<file path="src/rtl/imm_encoder.sv">
// imm_encoder: packs a sign-extended immediate into the immediate fields of a
// base instruction word (I/S/B/U/J formats). It flags immediates that do not fit
// the selected format, and flags invalid format codes.
//
// Pipeline: S1 registers the request. The output stage registers the packed word
// and the error flag. Both stages use valid/ready handshakes. An unstalled request
// accepted in cycle c is presented on Valid_o in cycle c+2.
//
// Ports:
//   clk_i       clock, rising edge
//   rst_ni      asynchronous active-low reset
//   Valid_i     request valid
//   Ready_o     request can be accepted this cycle
//   ImmSrc_i    format: 000 I, 001 S, 010 B, 011 U, 100 J, others invalid
//   ImmExt_i    sign-extended immediate to pack
//   Instr_i     base instruction; bits outside the immediate fields are kept
//   Valid_o     result valid
//   Ready_i     downstream accepts the result
//   Instr_o     encoded instruction word
//   Err_o       immediate not representable, or format invalid
//   EncCount_o  results delivered (wraps)
//   ErrCount_o  results delivered with Err_o set (saturates)
module imm_encoder #(
    parameter int unsigned DATAWIDTH = 32
) (
    input  logic                 clk_i,
    input  logic                 rst_ni,
    input  logic                 Valid_i,
    output logic                 Ready_o,
    input  logic [2:0]           ImmSrc_i,
    input  logic [DATAWIDTH-1:0] ImmExt_i,
    input  logic [DATAWIDTH-1:0] Instr_i,
    output logic                 Valid_o,
    input  logic                 Ready_i,
    output logic [DATAWIDTH-1:0] Instr_o,
    output logic                 Err_o,
    output logic [15:0]          EncCount_o,
    output logic [7:0]           ErrCount_o
);

    localparam logic [2:0] SrcI = 3'b000;
    localparam logic [2:0] SrcS = 3'b001;
    localparam logic [2:0] SrcB = 3'b010;
    localparam logic [2:0] SrcU = 3'b011;
    localparam logic [2:0] SrcJ = 3'b100;

    // S1 request register
    logic                 s1_valid_q;
    logic [2:0]           s1_src_q;
    logic [DATAWIDTH-1:0] s1_imm_q;
    logic [DATAWIDTH-1:0] s1_instr_q;

    // Output stage
    logic                 out_valid_q;
    logic [DATAWIDTH-1:0] out_instr_q;
    logic                 out_err_q;

    logic [15:0] enc_cnt_q, enc_cnt_d;
    logic [7:0]  err_cnt_q, err_cnt_d;

    logic                 accept;
    logic                 advance;
    logic                 deliver;
    logic [DATAWIDTH-1:0] packed_d;
    logic                 err_d;

    // Ready_o is a function of registered state and Ready_i only, never of Valid_i.
    assign Ready_o = !s1_valid_q || !out_valid_q || Ready_i;
    assign accept  = Valid_i && Ready_o;
    assign advance = s1_valid_q && (!out_valid_q || Ready_i);
    assign deliver = out_valid_q && Ready_i;

    // Pack S1 contents. Out-of-range immediates are still packed truncated.
    always_comb begin
        packed_d = s1_instr_q;
        err_d    = 1'b0;
        case (s1_src_q)
            SrcI: begin
                packed_d[31:20] = s1_imm_q[11:0];
                err_d = !((&s1_imm_q[31:11]) || !(|s1_imm_q[31:11]));
            end
            SrcS: begin
                packed_d[31:25] = s1_imm_q[11:5];
                packed_d[11:7]  = s1_imm_q[4:0];
                err_d = !((&s1_imm_q[31:11]) || !(|s1_imm_q[31:11]));
            end
            SrcB: begin
                packed_d[31]    = s1_imm_q[12];
                packed_d[7]     = s1_imm_q[11];
                packed_d[30:25] = s1_imm_q[10:5];
                packed_d[11:8]  = s1_imm_q[4:1];
                err_d = !((&s1_imm_q[31:12]) || !(|s1_imm_q[31:12])) || s1_imm_q[0];
            end
            SrcU: begin
                packed_d[31:12] = s1_imm_q[19:0];
                err_d = !((&s1_imm_q[31:19]) || !(|s1_imm_q[31:19]));
            end
            SrcJ: begin
                packed_d[31]    = s1_imm_q[20];
                packed_d[19:12] = s1_imm_q[19:12];
                packed_d[20]    = s1_imm_q[11];
                packed_d[30:21] = s1_imm_q[10:1];
                err_d = !((&s1_imm_q[31:20]) || !(|s1_imm_q[31:20])) || s1_imm_q[0];
            end
            default: begin
                // Invalid format: pass the base word through untouched.
                packed_d = s1_instr_q;
                err_d    = 1'b1;
            end
        endcase
    end

    always_comb begin
        enc_cnt_d = enc_cnt_q;
        err_cnt_d = err_cnt_q;
        if (deliver) begin
            enc_cnt_d = enc_cnt_q + 16'd1;
            if (out_err_q && (err_cnt_q != 8'hFF)) begin
                err_cnt_d = err_cnt_q + 8'd1;
            end
        end
    end

    always_ff @(posedge clk_i or negedge rst_ni) begin
        if (!rst_ni) begin
            s1_valid_q <= 1'b0;
            s1_src_q   <= '0;
            s1_imm_q   <= '0;
            s1_instr_q <= '0;
        end else begin
            if (accept) begin
                s1_valid_q <= 1'b1;
                s1_src_q   <= ImmSrc_i;
                s1_imm_q   <= ImmExt_i;
                s1_instr_q <= Instr_i;
            end else if (advance) begin
                s1_valid_q <= 1'b0;
            end
        end
    end

    always_ff @(posedge clk_i or negedge rst_ni) begin
        if (!rst_ni) begin
            out_valid_q <= 1'b0;
            out_instr_q <= '0;
            out_err_q   <= 1'b0;
        end else begin
            if (advance) begin
                out_valid_q <= 1'b1;
                out_instr_q <= packed_d;
                out_err_q   <= err_d;
            end else if (Ready_i) begin
                out_valid_q <= 1'b0;
            end
        end
    end

    always_ff @(posedge clk_i or negedge rst_ni) begin
        if (!rst_ni) begin
            enc_cnt_q <= '0;
            err_cnt_q <= '0;
        end else begin
            enc_cnt_q <= enc_cnt_d;
            err_cnt_q <= err_cnt_d;
        end
    end

    assign Valid_o    = out_valid_q;
    assign Instr_o    = out_instr_q;
    assign Err_o      = out_err_q;
    assign EncCount_o = enc_cnt_q;
    assign ErrCount_o = err_cnt_q;

endmodule
</file>
<file path="config.mk">
export PLATFORM = sky130hd
export DESIGN_NAME = imm_encoder
export DESIGN_NICKNAME = d
export VERILOG_FILES = /design/src/rtl/imm_encoder.sv
export SDC_FILE = /design/constraint.sdc
export NUM_CORES = 1
export LEC_CHECK = 0
export ABC_CLOCK_PERIOD_IN_PS = 3700
export CORE_MARGIN = 2
export CORE_UTILIZATION = 54
export DETAILED_ROUTE_END_ITERATION = 16
export PLACE_DENSITY = 0.81
export SYNTH_ARGS = -nofsm -noshare
export SYNTH_HDL_FRONTEND = slang
export SYNTH_SLANG_ARGS = --single-unit
</file>
<file path="constraint.sdc">
create_clock -name clk_i -period 3.7 [get_ports clk_i]
set_input_delay 0.74 -clock clk_i [delete_from_list [all_inputs] [get_ports clk_i]]
set_output_delay 0.74 -clock clk_i [all_outputs]
set_load 0.005 [all_outputs]
</file>
; ---- Word level (Yosys, flattened, before mapping)
; Cells that the tools add are included.
[op_classes]
addsub = 2
multipliers = 0
div_mod_pow = 0
magnitude_cmp = 0
n_eq_ne = 5
shift = 0
mux = 9
n_bitwise = 0
reduce_logical = 36
[op_table]
columns = op, n
row1 = $pmux 7 s4, 1
row2 = $reduce_and 21->1, 1
row3 = $reduce_or 21->1, 1
row4 = $reduce_and 20->1, 1
row5 = $reduce_or 20->1, 1
row6 = $add 16x1->16 const B, 1
row7 = $pmux 8 s2, 1
row8 = $pmux 5 s3, 1
row9 = $reduce_and 13->1, 1
row10 = $reduce_or 13->1, 1
row11 = $reduce_and 12->1, 1
row12 = $reduce_or 12->1, 1
row13 = $logic_not 1->1, 10
row14 = $pmux 5 s2, 1
row15 = $logic_or 1x1->1, 9
row16 = $add 8x1->8 const B, 1
row17 = $ne 8x8->1 const B, 1
row18 = $eq 3x2->1 const B, 2
row19 = $logic_and 1x1->1, 4
row20 = $mux 1, 4
row21 = $pmux 1 s4, 1
row22 = $reduce_bool 2->1, 2
row23 = $eq 3x1->1 const B, 1
row24 = $eq 3x3->1 const B, 1
row25 = 3 further kinds, 3
[word_totals]
register_bits = 126
latchBits = 0
ramBits = 0
rom_bits = 0
in_bits = 71
output_inout_bits = 59
elab_cells = 61
memories = 0

; ---- Longest topological paths before layout
[depth]
depth_word = 6
mapped_depth = 7
mapped_depth_nobuf = 6

; ---- Worst setup path after synthesis
; No wires, ideal clock.
[synth_path]
path_kind = input port to flip-flop
startpoint = in Ready_i
endpoint = reg s1_imm_q[10]
setup_ns = 0.125
t_arrival_ns = 1.674
t_required_ns = 3.575
slack_ns = 1.900
cell_stages = 5
n_path_buf = 2
cell_sequence = nand3b_2 -> nand2_2 -> buf_6 -> buf_6 -> mux2_4
[synth_between]
elab_chain_cells = 2
[synth_rtl]
columns = element, line_no
row1 = from (decl), 34  ; input logic Ready_i,
row2 = $logic_or 1x1->1, 68  ; assign Ready_o = !s1_valid_q || !out_valid_q || Ready_i;
row3 = $logic_and 1x1->1, 69  ; assign accept = Valid_i && Ready_o;
row4 = to (signal assigned), 134  ; s1_imm_q <= ImmExt_i;
row5 = to (decl), 50  ; logic [DATAWIDTH-1:0] s1_imm_q;
; Every way passes these cells.
; A chain may end at the register's enable or synchronous reset.

; ---- Worst setup path in the final report
[layout_path]
startpoint = in Ready_i
endpoint = out Ready_o
[layout_between]
elab_chain_cells = 1
[layout_rtl]
columns = element, line_no
row1 = $logic_or 1x1->1, 68
row2 = to (decl), 29  ; output logic Ready_o,
; Every way passes these cells.

==> results by group <==
Run status
  • Status: finished, final reports clean

Critical path
  • Worst reg2reg endpoint: Instr_o[30]$_DFFE_PN0P_
  • Start point of the critical path: Ready_i
  • Critical-path maximum fanout: 7
  • Path depth of the worst reg2reg path: 4
  • Reg2reg setup slack: 1390 ps
  • CP Data Arrival Time: 2040 ps
  • Worst flop-to-flop path startpoint: s1_src_q[2]$_DFFE_PN0P_
  • Required time reported for the critical path endpoint: 2960 ps
  • Crit path kind: input pin to output port
  • Startpoint type of the worst setup path: input pin
  • Crit. End Element: output port

CTS
  • Post-CTS setup repair buffer count: 0
  • Reg clk slew, reported paths: 60 ps
  • Master cell of the clock root buffer: clkbuf_8
  • Hold_buf cts: 0
  • Post-cts sizing count: 0
  • Clock insertion delay at the later pin of the skew report: 510 ps
  • Clock tree sinks: 126
  • Total clock buffers created by CTS: 17
  • Maximum buffer depth of the clock tree: 2
  • TritonCTS clock tree: done
  • CTS HTree Levels: 4

Power and ir drop
  • Fraction of power consumed by the clock network: 35.6%
  • Switching part of the total power: 28.1%
  • Internal power: 3450 uW
  • Leakage power: 0.00330 uW
  • Switching pwr: 1350 uW
  • Power per cell area: 617 nW/um^2
  • Share of total power in combinational logic: 23.3%
  • Sequential group share of total power: 41.1%
  • Worst VDD drop: 0.000371 V

Cells and area
  • # diodes: 0
  • Most common cell after layout, fill and taps aside: clkdlybuf4s50_1
  • Most used cells in the layout excluding fill and tap cells: clkdlybuf4s50_1 (128), dfrtp_1 (126), mux2_2 (47)
  • Final Util: 74.9%
  • Signed area change from the synthesized netlist to the final layout: 34.2%
  • Layout Nets: 670
  • Fraction of layout instances using a drive strength above 1: 20.9%
  • Final std cell area, no fill: 7770 sq um

Logic synthesis
  • Sequential area share after synthesis: 54.5%
  • Syn nets: 542
  • Average cell area after synthesis: 12.3 sq um
  • Number of enable-type register cells in the synthesized netlist: 0
  • Synth async-reset ratio: 100%
  • Post-synthesis cell type count: 49
  • Yosys warning count: 0
  • Post-synthesis instance area: 5790 sq um
  • Flip-flop and latch count after synthesis: 126
  • Most frequently used flop master after synthesis: dfrtp_1
  • Syn Inst Count: 469

Place
  • Worst-case setup slack after placement: 829 ps
  • Buffers added on ports: 129
  • GPL Wtd Cong: 0.813
  • Post-detailed-placement half-perimeter wirelength: 9.48 mm
  • Dpl cell area: 7160 sq um

STA
  • Clock period minus final worst setup slack: 2780 ps
  • Setup repair after global routing missed its margin: false
  • Final number of setup-violating endpoints: 0
  • Final worst path period share: 75.1%
  • Final Worst Setup Slack: 920 ps
  • Worst-case headroom to the max-slew limit: 33.4%
  • Fin Setup TNS: 0 ps
  • Tightest Pin Transition: 999 ps
  • Slew Viols, Final: 0
  • Hold Vio Cnt, Final: 0
  • Worst-case clock skew: 6.06 ps
  • Highest attainable clock frequency: 360 MHz

Global routing
  • Total gr overflow: 0
  • Total track usage: 25.1%
  • First-pass GRT wire length: 22.2 mm
  • Largest net degree at the start of global routing: 72
  • Via count of the first global-routing pass: 4294
  • Antenna violations before repair: 0

Routing
  • # DRC: 0
  • Router iterations before antenna repair: 4
  • Post-detailed-route count of antenna-violating nets: 0
  • Initial DRC Count: 245
  • Total via count after detailed routing: 4250
  • Detailed-route wire length per cell: 18.6 um
  • Final Routed Wirelength: 13.9 mm
  • Detailed-route vias per instance: 5.70

Floorplan
  • Placeable core region: 10400 sq um
  • Area enclosed by the die boundary: 11600 sq um
  • Number of rows in the core area: 37
  • Overall die height: 108 um
  • Initial cell density of the core: 55.8%
  • Number of primary I/O pins: 130
  • Die width: 108 um

Hold path
  • Type of the most critical hold path: input pin to asynchronous set/reset pin

Flow run
  • Number of maximum-capacitance violations: 0
cell usage after synthesis, types with 2 or more instances:
cell type / instances / area (sq um)
o21ai_0: 23 / 115
mux2i_1: 6 / 60.1
a22oi_1: 15 / 113
buf_2: 13 / 65.1
buf_6: 5 / 56.3
mux2_1: 3 / 33.8
xor2_1: 8 / 70.1
o22ai_1: 15 / 93.8
nand4_1: 8 / 50.1
and4_1: 2 / 17.5
o211ai_1: 2 / 15.0
o21ai_1: 7 / 35.0
nand2_1: 41 / 154
ha_1: 2 / 25.0
nor2_2: 2 / 12.5
a21oi_1: 6 / 30.0
nor2_1: 23 / 86.3
dfrtp_1: 126 / 3150
a31oi_1: 10 / 62.6
nor4_1: 5 / 31.3
mux2_2: 47 / 529
nand2_2: 2 / 12.5
a221oi_1: 2 / 17.5
clkbuf_1: 5 / 18.8
inv_1: 2 / 7.51
xnor2_1: 15 / 131
nand3_1: 11 / 55.1
o31ai_1: 5 / 37.5
nand2b_1: 5 / 31.3
mux2_4: 30 / 450
and3_1: 5 / 31.3
kinds of logic (layout without fill, tap and decap cells):
kind of cell	Yosys count	count (layout)	share of synthesized area, %
compound gates	90	90	10.0
xor+xnor	23	23	3.48
mux	86	86	18.5
flops	126	126	54.5
buf+inv	26	166	2.68
simple gates	116	116	10.4
fa+ha+maj	2	2	0.432
layout make-up:
type | instances | area (sq um)
clock buffer | 18 | 418
multi-input combinational | 317 | 2490
sequential | 126 | 3150
timing repair buffer | 133 | 1340
inverter | 2 | 7.51
clock inverter | 13 | 189
tap | 136 | 170
fill | 703 | 2600
flip-flops by register name, indices dropped and copies added (netlist names):
| register | count |
|---|---|
| Valid_o | 1 |
| Err_o | 1 |
| s1_instr_q | 32 |
| s1_imm_q | 32 |
| s1_valid_q | 1 |
| Instr_o | 32 |
| s1_src_q | 3 |
| ErrCount_o | 8 |
| EncCount_o | 16 |
critical path, stage by stage:
cell	delay, ps
clkdlybuf4s50_1	570
nand3b_2	210
clkdlybuf4s50_1	520
layer usage:
metal	up-vias	GRT usage (%)	wire [um]
li1	1967	-	-
met1	2099	33.4	5750
met2	163	40.0	6920
met3	21	6.90	993
met4	0	8.52	191
met5	-	0	0
power groups by stage:
stage / logic [uW] / clock network, uW / registers, uW
final: 1120 / 1710 / 1970
after global routing: 1210 / 1800 / 2010
after CTS: 1130 / 1720 / 1960
after detailed placement: 1120 / 0 / 1980
after global placement: 1080 / 0 / 1960
after floorplan: 585 / 0 / 1890
how the worst max path moves through the flow:
stage	to	slack (ps)	cells past startpoint
4_1_cts	Ready_o	910	3
3_5_place_dp	s1_imm_q[4]$_DFFE_PN0P_	830	5
5_1_grt	Ready_o	840	3
6_report	Ready_o	920	3
3_3_place_gp	s1_instr_q[15]$_DFFE_PN0P_	920	5
2_1_floorplan	s1_imm_q[10]$_DFFE_PN0P_	1900	5
metrics by stage:
step / std cells / hold WS [ps] / power [uW]
after floorplan: 469 / 444 / 2480
after global placement: 714 / 461 / 3040
after detailed placement: 714 / 470 / 3100
after CTS: 745 / 286 / 4820
after global routing: 745 / 306 / 5020
final: 745 / 272 / 4800
Note: power is estimated with default switching activity, not from simulation.
